==> src/rtl/fizzbuzz_event_log.sv <==
// fizzbuzz_event_log
//   Classifies each upstream fizzbuzz sample into a 2-bit code, tags it with a
//   running sample index, and queues events in a FIFO drained over valid/ready.
//   Events arriving while the FIFO is full and not popping are counted as drops.
// Ports
//   clk, resetn            clock, async active-low reset
//   in_valid               sample strobe
//   fizz, buzz, fizzbuzz   upstream flags
//   clear                  synchronous flush of FIFO, index, drop count, overflow
//   out_valid/out_ready    head handshake
//   out_code, out_index    head entry (zero while empty)
//   level                  FIFO occupancy
//   drop_cnt               saturating count of dropped events
//   overflow               sticky drop flag
module fizzbuzz_event_log #(
    parameter int DEPTH    = 8,
    parameter int IDX_W    = 8,
    parameter int DROP_W   = 8,
    parameter int LOG_NONE = 0
) (
    input  logic                       clk,
    input  logic                       resetn,
    input  logic                       in_valid,
    input  logic                       fizz,
    input  logic                       buzz,
    input  logic                       fizzbuzz,
    input  logic                       clear,
    output logic                       out_valid,
    input  logic                       out_ready,
    output logic [1:0]                 out_code,
    output logic [IDX_W-1:0]           out_index,
    output logic [$clog2(DEPTH):0]     level,
    output logic [DROP_W-1:0]          drop_cnt,
    output logic                       overflow
);
    localparam int AW = $clog2(DEPTH);
    localparam int LW = AW + 1;

    typedef struct packed {
        logic [1:0]       code;
        logic [IDX_W-1:0] idx;
    } entry_t;

    entry_t            mem [DEPTH];
    logic [AW-1:0]     rd_ptr, wr_ptr;
    logic [LW-1:0]     level_q;
    logic [IDX_W-1:0]  index_q;
    logic [DROP_W-1:0] drop_q;
    logic              ovf_q;

    logic [1:0] code;
    logic       evt, full, pop, push, drop;

    // fizzbuzz sets both bits on its own, whatever fizz/buzz say
    assign code = {buzz | fizzbuzz, fizz | fizzbuzz};
    assign evt  = in_valid && ((code != 2'b00) || (LOG_NONE != 0));
    assign full = (level_q == LW'(DEPTH));
    assign pop  = out_valid && out_ready;
    // a same-cycle pop frees the slot, so a full FIFO can still accept
    assign push = evt && (!full || pop);
    assign drop = evt && full && !pop;

    assign out_valid = (level_q != '0);
    assign level     = level_q;
    assign drop_cnt  = drop_q;
    assign overflow  = ovf_q;
    assign out_code  = out_valid ? mem[rd_ptr].code : 2'b00;
    assign out_index = out_valid ? mem[rd_ptr].idx  : '0;

    // storage needs no reset; reads are masked by out_valid
    always_ff @(posedge clk) begin
        if (push && !clear) begin
            mem[wr_ptr] <= '{code: code, idx: index_q};
        end
    end

    always_ff @(posedge clk or negedge resetn) begin
        if (!resetn) begin
            rd_ptr  <= '0;
            wr_ptr  <= '0;
            level_q <= '0;
            index_q <= '0;
            drop_q  <= '0;
            ovf_q   <= 1'b0;
        end else if (clear) begin
            rd_ptr  <= '0;
            wr_ptr  <= '0;
            level_q <= '0;
            index_q <= '0;
            drop_q  <= '0;
            ovf_q   <= 1'b0;
        end else begin
            // pointers wrap naturally: DEPTH is a power of two
            if (push) wr_ptr <= wr_ptr + AW'(1);
            if (pop)  rd_ptr <= rd_ptr + AW'(1);
            case ({push, pop})
                2'b10:   level_q <= level_q + LW'(1);
                2'b01:   level_q <= level_q - LW'(1);
                default: level_q <= level_q;
            endcase
            if (in_valid) index_q <= index_q + IDX_W'(1);
            if (drop) begin
                ovf_q <= 1'b1;
                if (drop_q != '1) drop_q <= drop_q + DROP_W'(1);
            end
        end
    end
endmodule

==> config.mk <==
export PLATFORM = sky130hd
export DESIGN_NAME = fizzbuzz_event_log
export DESIGN_NICKNAME = d
export VERILOG_FILES = /design/src/rtl/fizzbuzz_event_log.sv
export SDC_FILE = /design/constraint.sdc
export NUM_CORES = 1
export LEC_CHECK = 0
export BUFFER_PORTS_ARGS = -buffer_cell sky130_fd_sc_hd__buf_2
export CORE_MARGIN = 2
export CORE_UTILIZATION = 30
export DETAILED_ROUTE_END_ITERATION = 16
export SYNTH_ARGS = -nofsm -noshare
export SYNTH_HDL_FRONTEND = slang
export SYNTH_SLANG_ARGS = --single-unit
==> constraint.sdc <==
create_clock -name clk -period 3.6 [get_ports clk]
set_input_delay 0.18 -clock clk [delete_from_list [all_inputs] [get_ports clk]]
set_output_delay 0.18 -clock clk [all_outputs]
set_load 0.1 [all_outputs]
==> results by stage <==
Power and ir drop:
- Across the VDD grid, the largest voltage drop is 0.355 mV.
- In this run the static leakage power is 0.00195 uW.
- Power spread over the standard cell area amounts to 745 mW/mm^2.

Timing:
- The shortest clock period the worst path allows after layout is 2730 ps.
- The total count of max-transition violations in the final report is 0.
- The final number of setup-violating endpoints is 0.
- The worst-margin pin slew is 1050 ps.
- The headroom to the max-slew limit is 0.297.
- Timing would allow up to 0.367 GHz.
- Adding up every negative setup slack in the final design gives 0 ps.
- Setup repair after global routing left no endpoint under its margin.
- After layout, the worst setup slack is 873 ps.
- The total count of hold-check failures in the final report was 0.
- On the final layout, the worst clock skew is 7.10 ps.
- Dividing the final minimum period by the clock period gives 0.758.

Yosys:
- The mean cell area of the mapped netlist is 15.2 sq um.
- The flop and latch count out of synthesis is 107.
- The cell count after synthesis is 305.
- The mapped cell area is 0.00463 sq mm.
- The most used standard cell by instance count after synthesis is edfxtp_1.
- The count of unique library cells instantiated by Yosys is 42.
- The fraction of synthesized cell area taken by the top area cell type is 0.518.
- The number of nets handed over by synthesis was 320.
- The Yosys step of the flow raised 0 warnings.
- Sorting the synthesized cells by area gives the leading types as edfxtp_1, dfrtp_1, mux4_2.
- Yosys mapped a number of flops with a built-in enable equal to 80.
- Counting flops with an async set or reset pin after synthesis yields a share of 0.252.
- The commonest cells after synthesis are edfxtp_1, nor2_1, dfrtp_1.
- The register area share after synthesis is 0.664.
- Among all flip-flop cells after synthesis, the most frequent one is edfxtp_1.
- The cell type with the largest total area after synthesis is edfxtp_1.

Setup path:
- The critical path goes through o41ai_1, nor2_1, ha_1, a21oi_1, a21oi_1, a311oi_1, o2111ai_1.
- For the worst setup path, the data arrival time is 2910 ps.
- Along the worst path, the maximum fanout reaches 8.
- The category of cells accounting for the largest share of critical-path delay is compound AO/OA/AOI/OAI gates.
- The worst setup path is launched from a register.
- The instance count on the critical path is 7.
- The critical path in this run is classified as register to register.
- The required time reported for the critical path endpoint is 3780 ps.
- On the critical path, the stage with the largest delay is an instance of o41ai_1.
- The kind of end point of the critical path is a register.
- The combined buffer and inverter count along the critical path is 0.
- The number of cell instances on the worst register-to-register path is 7.
- In this design, the critical path's most frequently occurring cell is a21oi_1.
- The largest stage delay on the critical path is 690 ps.

Clocking:
- The number of cells upsized or downsized after cts is 0.
- The post-CTS setup buffer count is 0.
- The maximum level of the CTS H-tree is 3.
- The post-cts hold buffer count is 1.
- TritonCTS built the clock tree.
- Clock-pin slew was measured on the worst setup and hold paths at 70 ps.
- The tree built by TritonCTS fans out to 107 sinks.
- At the later pin of the worst-skew pair, clock insertion delay measures 350 ps.
- The longest clock path from root to sink contains 2 buffers.
- The root cell of the clock tree is clkbuf_16.
- The number of buffers created by CTS is 9.

Route:
- The starting DRC count in detailed routing is 172.
- In the routed design, unresolved DRC markers number 0.
- Once detail routing completed, the nets flagged for antenna violations numbered 0.
- The total wirelength of the detailed-routed design is 8930 microns.
- Dividing the detail-routed via count by the number of cells gives 4.92.
- The routed layout has 2,625 vias.
- In the final routed layout, each cell accounts on average for 16.7 microns.
- The number of optimization iterations in the first detailed-route pass is 4.

Floorplanning:
- The die boundary height is 128 microns.
- The total core area is 0.0151 sq mm.
- The initial utilization of the core area, before any placement, comes to 0.306.
- The floorplan has 45 rows.
- 32 I/O pins were placed.
- The floorplan step defined a die boundary enclosing 0.0165 sq mm.
- The horizontal die dimension is 128 microns.

Placed design:
- Before CTS, the worst setup slack after placement is 892 ps.
- Routability-driven placement finished with a final weighted congestion of 0.762.
- After detailed placement, the total cell area comes to 0.00501 sq mm.
- The quantity of I/O buffers inserted on ports is 31.
- Detailed placement finished with a half-perimeter wire length of 5970 microns.

GRT:
- The overall routing resource usage is 0.119.
- The total overflow left after global routing is 0.
- The number of antenna violations at the first check in global routing is 0.
- The wire length of the first global-routing pass is 14,800 microns.
- The maximum number of pins on one net before global-route repair is 37.
- The via count of the first global-routing pass is 2,660.

Hold path:
- The classification of the worst-slack hold path is input pin to register.
- The number of cells traversed by the worst hold path is 3.

Finish:
- The number of inserted diodes is 0.
- The final layout net count is 356.
- The layout cell share with drive strength beyond 1 is 0.234.
- Compared with the post-synthesis result, the final layout area differs by 15.2%.
- Once layout is done, the placed cells without fillers occupy 0.00534 sq mm.

Flow run:
- The tool flagged a number of max-cap violations equal to 0.

Outcome:
- The run finished with clean final reports.
worst reg2reg max path, stage by stage (launching register included):
cell and delay [ps]:
dfrtp_1 470, o41ai_1 690, nor2_1 230, ha_1 370, a21oi_1 250, a21oi_1 110, a311oi_1 280, o2111ai_1 170
area by class of cell:
type,instances,area (sq um)
Tap cell,188,235
Multi-Input combinational cell,180,1470
Timing Repair Buffer,40,225
Sequential cell,107,3080
Fill cell,1434,9810
Clock inverter,7,92.6
Clock buffer,9,225
Inverter,3,11.3
per-stage QoR:
stage | hold slack (ps) | cells | util | power, uW
3_5_place_dp | 240 | 517 | 0.331 | 3020
2_1_floorplan | -116 | 305 | - | 2750
5_1_grt | 186 | 534 | 0.352 | 4170
3_3_place_gp | 240 | 517 | 0.331 | 3010
4_1_cts | 160 | 534 | 0.352 | 4040
6_report | 177 | 534 | 0.352 | 3980
state kept, by name (all words and copies together) (netlist names):
signal and flops:
level 4, rd_ptr 3, drop_cnt 8, overflow 1, mem 80, wr_ptr 3
index_q 8
layer usage:
metal,GRT usage,vias up,share of wire
li1,-,1240,-
met1,0.157,1328,0.46
met2,0.193,49,0.49
met3,0.0359,8,0.040
met4,0.0310,0,0.011
met5,0,-,0
cells in the final DEF, fill, tap and decap left out, types with 3 or more instances in the layout:
cell type and n:
ha_1 6, clkbuf_16 9, nand4_1 3, inv_1 3, o31ai_1 4, xor2_1 9
and3_1 3, or4_1 4, buf_4 8, o21ai_0 7, a21oi_1 15, nand2b_1 4
nor2_1 34, inv_8 3, mux2i_1 13, or3_1 6, buf_2 31, mux4_2 20
nand2_1 11, edfxtp_1 80, nor3_1 8, dfrtp_1 27, nand3_1 8
final timing paths:
kind                                    to      start  slack (ps)
worst max-delay path              level[3]   level[0]         870
worst max register to register    level[3]   level[0]         870
max in group asynchronous       index_q[1]     resetn        2800
min in group asynchronous         level[0]     resetn         390
worst min-delay path             rd_ptr[1]  out_ready         180
worst min register to register    overflow   overflow         530
report_power, final:
group	internal, uW	switching [uW]
combinational	347	1170
sequential	1370	76.8
clock	558	457
logic make-up after synthesis:
logic type | count (synthesis) | share of synthesized area
muxes | 35 | 0.130
xor gates and xnor gates | 10 | 0.0189
buffers and inverters | 18 | 0.0186
DFF | 107 | 0.664
adders and majority gates | 7 | 0.0205
AOI/OAI and AO/OA | 34 | 0.0443
and+or+nand+nor | 94 | 0.103
No activity file was read; power rests on OpenSTA's default activity.
